--- config.mk ---
export PLATFORM = sky130hd
export DESIGN_NAME = cf_wb_irq_regs
export DESIGN_NICKNAME = d
export VERILOG_FILES = /design/src/rtl/cf_wb_irq_regs.sv
export SDC_FILE = /design/constraint.sdc
export NUM_CORES = 1
export LEC_CHECK = 0
export ABC_AREA = 0
export BUFFER_PORTS_ARGS = -buffer_cell sky130_fd_sc_hd__buf_2
export CORE_MARGIN = 2
export CORE_UTILIZATION = 44
export CTS_BUF_LIST = sky130_fd_sc_hd__clkbuf_4 sky130_fd_sc_hd__clkbuf_8
export DETAILED_ROUTE_END_ITERATION = 6
export PLACE_DENSITY = 0.89
export REMOVE_ABC_BUFFERS = 1
export SYNTH_ARGS = -nofsm -noshare
export SYNTH_HDL_FRONTEND = slang
export SYNTH_SLANG_ARGS = --single-unit
--- constraint.sdc ---
create_clock -name clk_i -period 4.6 [get_ports clk_i]
set_input_delay 0.92 -clock clk_i [delete_from_list [all_inputs] [get_ports clk_i]]
set_output_delay 0.92 -clock clk_i [all_outputs]
set_load 0.01 [all_outputs]
--- src/rtl/cf_wb_irq_regs.sv ---
// Wishbone register/interrupt front-end: core-page pass-through plus IM/MIS/RIS/ICR/GCLK on page 0xFF.
// Optional flag synchronizer: define CF_WB_IRQ_SYNC_EN.
module cf_wb_irq_regs #(
    parameter int                   NUM_FLAGS = 9,
    parameter logic [NUM_FLAGS-1:0] EDGE_MASK = {NUM_FLAGS{1'b1}}
) (
    input  logic                 clk_i,
    input  logic                 rst_i,
    input  logic [15:0]          adr_i,
    input  logic [31:0]          dat_i,
    output logic [31:0]          dat_o,
    input  logic [3:0]           sel_i,
    input  logic                 cyc_i,
    input  logic                 stb_i,
    input  logic                 we_i,
    output logic                 ack_o,
    output logic                 core_stb_o,
    input  logic [31:0]          core_dat_i,
    input  logic                 core_ack_i,
    input  logic [NUM_FLAGS-1:0] flags_i,
    output logic                 clk_en_o,
    output logic                 irq_o
);
    localparam logic [7:0] ADR_IM   = 8'h00;
    localparam logic [7:0] ADR_MIS  = 8'h04;
    localparam logic [7:0] ADR_RIS  = 8'h08;
    localparam logic [7:0] ADR_ICR  = 8'h0C;
    localparam logic [7:0] ADR_GCLK = 8'h10;

    logic                 w_local;
    logic                 w_wr;
    logic [NUM_FLAGS-1:0] w_flags;
    logic [NUM_FLAGS-1:0] w_set;
    logic [NUM_FLAGS-1:0] w_clr;
    logic [NUM_FLAGS-1:0] w_ris;
    logic [31:0]          w_im32;
    logic [31:0]          w_ris32;
    logic [31:0]          w_mis32;
    logic [31:0]          w_local_dat;
    logic                 w_unused;

    logic [NUM_FLAGS-1:0] r_im;
    logic [NUM_FLAGS-1:0] r_ris;
    logic [NUM_FLAGS-1:0] r_prev;
    logic                 r_gclk;
    logic                 r_lack;
    logic                 r_irq;

`ifdef CF_WB_IRQ_SYNC_EN
    logic [NUM_FLAGS-1:0] r_sync1;
    logic [NUM_FLAGS-1:0] r_sync2;

    always_ff @(posedge clk_i or posedge rst_i) begin
        if (rst_i) begin
            r_sync1 <= '0;
            r_sync2 <= '0;
        end else begin
            r_sync1 <= flags_i;
            r_sync2 <= r_sync1;
        end
    end

    assign w_flags = r_sync2;
`else
    assign w_flags = flags_i;
`endif

    assign w_local = (adr_i[15:8] == 8'hFF);
    assign w_wr    = cyc_i & stb_i & we_i & w_local & ~r_lack;

    // Only edge-mode bits are stored; level-mode bits are taken live from the flags.
    assign w_set = w_flags & ~r_prev & EDGE_MASK;
    assign w_clr = (w_wr && adr_i[7:0] == ADR_ICR) ? (dat_i[NUM_FLAGS-1:0] & EDGE_MASK) : '0;
    assign w_ris = r_ris | (w_flags & ~EDGE_MASK);

    always_ff @(posedge clk_i or posedge rst_i) begin
        if (rst_i) begin
            r_im   <= '0;
            r_ris  <= '0;
            r_prev <= '0;
            r_gclk <= 1'b0;
            r_lack <= 1'b0;
            r_irq  <= 1'b0;
        end else begin
            r_lack <= cyc_i & stb_i & w_local & ~r_lack;
            r_prev <= w_flags;
            r_ris  <= (r_ris & ~w_clr) | w_set;
            r_irq  <= |(w_ris & r_im);
            if (w_wr && adr_i[7:0] == ADR_IM) begin
                r_im <= dat_i[NUM_FLAGS-1:0];
            end
            if (w_wr && adr_i[7:0] == ADR_GCLK) begin
                r_gclk <= dat_i[0];
            end
        end
    end

    always_comb begin
        w_im32                   = '0;
        w_ris32                  = '0;
        w_im32[NUM_FLAGS-1:0]    = r_im;
        w_ris32[NUM_FLAGS-1:0]   = w_ris;
        w_mis32                  = w_ris32 & w_im32;
    end

    always_comb begin
        case (adr_i[7:0])
            ADR_IM:   w_local_dat = w_im32;
            ADR_MIS:  w_local_dat = w_mis32;
            ADR_RIS:  w_local_dat = w_ris32;
            ADR_ICR:  w_local_dat = '0;
            ADR_GCLK: w_local_dat = {31'd0, r_gclk};
            default:  w_local_dat = 32'hDEADBEEF;
        endcase
    end

    assign dat_o      = w_local ? w_local_dat : core_dat_i;
    assign ack_o      = w_local ? r_lack : core_ack_i;
    assign core_stb_o = stb_i & ~w_local;
    assign clk_en_o   = r_gclk;
    assign irq_o      = r_irq;

    // Byte selects are ignored and upper write-data bits are unused for local registers.
    assign w_unused = ^{sel_i, dat_i};

endmodule

Yosys cells after proc, flatten, opt, wreduce, memory -nomap -nowiden. Cells that the tools add are included.

Word-level logic and storage cells: 36. Memory bits (writable): 0. Memories: 0. Output and inout bits: 36. Latch bits: 0. Bits of input ports: 99. Register bits after elaboration: 30. ROM bits: 0.

Shifts and indexed selects: 0. Add/sub/neg operators: 0. Reduce and logical (&&, ||, !) cells: 5. Equality and inequality tests: 5. Bitwise logic cells: 16. Multiply operators: 0. Divide/modulo/power cells: 0. Muxes and demuxes: 4. Order comparisons: 0.

Operator list (count): $pmux W32 S5 (1); $and A9 B9 Y9 (4); $mux W32 (1); $not A9 Y9 (2); $eq A8 B4 Y1 const B (2); $mux W9 (1); $or A9 B9 Y9 (1); $reduce_or A9 Y1 (1); $eq A8 B3 Y1 const B (1); $eq A8 B5 Y1 const B (1); $eq A8 B8 Y1 const B (1); $logic_not A8 Y1 (1); $and A1 B1 Y1 (7); $logic_and A1 B1 Y1 (3); $not A1 Y1 (2); $mux W1 (1).

Depth between registers and ports, before layout.
Word-level depth: 9. Depth in mapped cells: 6. Mapped depth without buffers: 4.

Worst setup path before layout. Ideal clock, no wire load.

Path type: in2out. From: in adr_i[7]. To: out dat_o[16]. Stages: 6. Slack: 1750 ps. Arrival: 1930 ps. Path buffers: 2. Required time: 3680 ps. Cell sequence: nor2_1 -> nor4b_1 -> and3_1 -> buf_4 -> buf_6 -> nor2_1.

Cells in the longest elaborated chain, start to end: 3. Elaborated cells on any way between the ends: 7. Classes of those cells: eq/ne (4); mux (2); reduce/logical (1).

Ends and longest elaborated chain: start, declared (RTL line 9) `input logic [15:0] adr_i,`; $eq A8 B5 Y1 (tied with other cells) (RTL line 107) `case (adr_i[7:0])`; $pmux W32 S5 * (RTL line 107); $mux W32 * (RTL line 117) `assign dat_o = w_local ? w_local_dat : core_dat_i;`; end, declared (RTL line 11) `output logic [31:0] dat_o,`.

Mark *: on every way between the ends. The rest lies on a longest branch, timed or not.

Worst setup path after layout.
From: in adr_i[7]. To: out dat_o[25].

Same word-level chain as after synthesis.

==> metrics <==
post-synth top area cell=dfrtp_1; critical path data arrival time=2.50 ns; I/O Buffers=107; CTS tree=built; Hold WS=0.466 ns; synth unique cells=29; CTS root buffer=clkbuf_8; Synth Instances=184; Final Max Slew Viols=0; via count=1749; Setup CP Type=in2out; gr ovfl total=0; all-layer global routing usage=21.6%; first-pass GRT wire length=7160 um; Worst Setup Start Kind=input port; top cell type's share of synthesized area=44.2%; Syn Area/Cell=9.22 um2; Finished Layout Cells=339; placed cells=331; synthesized cell area=1700 um2; # H-tree levels=2; Final nets=389; core area=3690 um2; status=finished clean; CP max FO=17; max cap viols=0; cts repair resizes=0; layout cells sized above 1=45.0%; commonest non-fill, non-tap cell in the layout=buf_2; DRT Pass-1 Iters=4; Clock Latency Late Sink=0.28 ns; Synth area leaders=dfrtp_1 (44%), nor2_1 (9.5%), mux2_2 (7.3%); GPL Wtd Cong=0.788; sequential share of the synthesized area=44.2%; #FFs+latches synth=30; Post-CTS Setup Inserts=0; Die Y=66.1 um; initial DRC count=76; synth warn=0; TritonCTS buffer count=5; Max VDD drop=0.232 mV; max_slew headroom=26.4%; Clock Sinks=30; Critical Path RT=3.68 ns; setup TNS=0 ns; clk_skew=0.00214 ns; worst-margin pin slew=1.10 ns; period utilization=74.4%; Site Rows=22; pwr/cell area=264 nW/um2; io pins=135; DRC viols=0; ANT nets after route=0; initial antenna violation count=0; final core utilization=64.1%; vias in the first global route=1672; commonest cells after routing, fill and taps aside=buf_2 (107), nor2_1 (43), dfrtp_1 (30); HP Class=reg2reg; Worst setup EP type=primary output; n_diodes=0; Hold Vio Cnt, Final=0; Final HPWL DP=3560 um; min Tclk post-route=3.42 ns; clk slew on worst S/H paths=0.06 ns; CTS max path bufs=2; hold_buf cts=0; synthesis-to-finish area growth=39.3%; Initial Util=46.0%; Routed WL=4520 um; Setup violations, final=0; largest net degree at the start of global routing=31; die width=66.1 um; Highest Clock Rate=292 MHz; wire per inst=13.3 um; P_leak=1.22 nW; RSZ-0062 raised after global routing=false; Die Area=4370 um2; DR vias/cell=5.16; Power Total=0.624 mW
-- worst paths after layout --
kind                            startpoint         to  slack (ns)  depth (start not counted)
worst max-delay path              adr_i[7]  dat_o[25]        1.18                          6
worst min-delay path                r_lack     r_lack        0.47                          1
worst max register to register      r_lack   r_ris[1]        3.01                          4
worst min register to register      r_lack     r_lack        0.47                          1
max in group asynchronous            rst_i   r_ris[0]        3.02                          2
min in group asynchronous            rst_i  r_prev[7]        0.91                          2
-- sequential cells by signal (all words and copies together) (netlist names) --
signal / count
r_im: 9
clk_en_o: 1
irq_o: 1
r_lack: 1
r_prev: 9
r_ris: 9
-- cell families after synthesis --
family | after synthesis | synth area share (%)
AND/OR/NAND/NOR | 87 | 26.1
AO/OA/AOI/OAI | 35 | 16.7
flip-flops | 30 | 44.2
buffers and inverters | 21 | 5.60
multiplexers | 11 | 7.30
-- report_power, final --
part	switching [mW]	leakage (nW)	internal, mW
sequential	0.00102	0.351	0.268
clock	0.0916	0.0593	0.174
combinational	0.0458	0.814	0.0442
-- worst max-delay path: stages --
cell and delay, ns:
buf_2 0.09, nor2_1 0.18, nor4b_1 0.42, and3_1 0.56, nor2_1 0.16, buf_2 0.17
-- synth_stat cells, drive strengths merged --
cell type  count
a221oi         1
a222oi         1
a22o          12
a22oi          1
a32oi          7
and2           7
and3           3
and4b          1
and4bb         1
buf            4
clkbuf         5
dfrtp         30
inv           12
mux2          11
nand2          4
nand2b         7
nand3         14
nand4          2
nor2          43
nor2b          1
nor3           1
nor4           1
nor4b          1
o21ai          6
o22a           7
or2            1
-- layout make-up --
class,instances,area (um2)
fillers,334,1330
multi-input cells,133,851
flip-flops and latches,30,751
repair buffers,108,543
clock buffers,7,83.8
well taps,48,60.1
inverters,12,45.0
clock inverters,1,30.0
-- through the flow --
step	instance area [um2]	setup WS, ns
floorplan	1650	1.06
global placement	2250	1.17
detailed placement	2250	1.16
CTS	2360	1.16
global route	2360	1.02
finish	2360	1.18
-- layer usage --
metal	vias to the layer above	track usage [%]	part of all wire (%)
li1	864	-	-
met1	808	22.8	37
met2	73	40.6	53
met3	4	6.30	8.9
met4	0	7.14	0.69
met5	-	0	0
No activity file was read; power rests on OpenSTA's default activity.
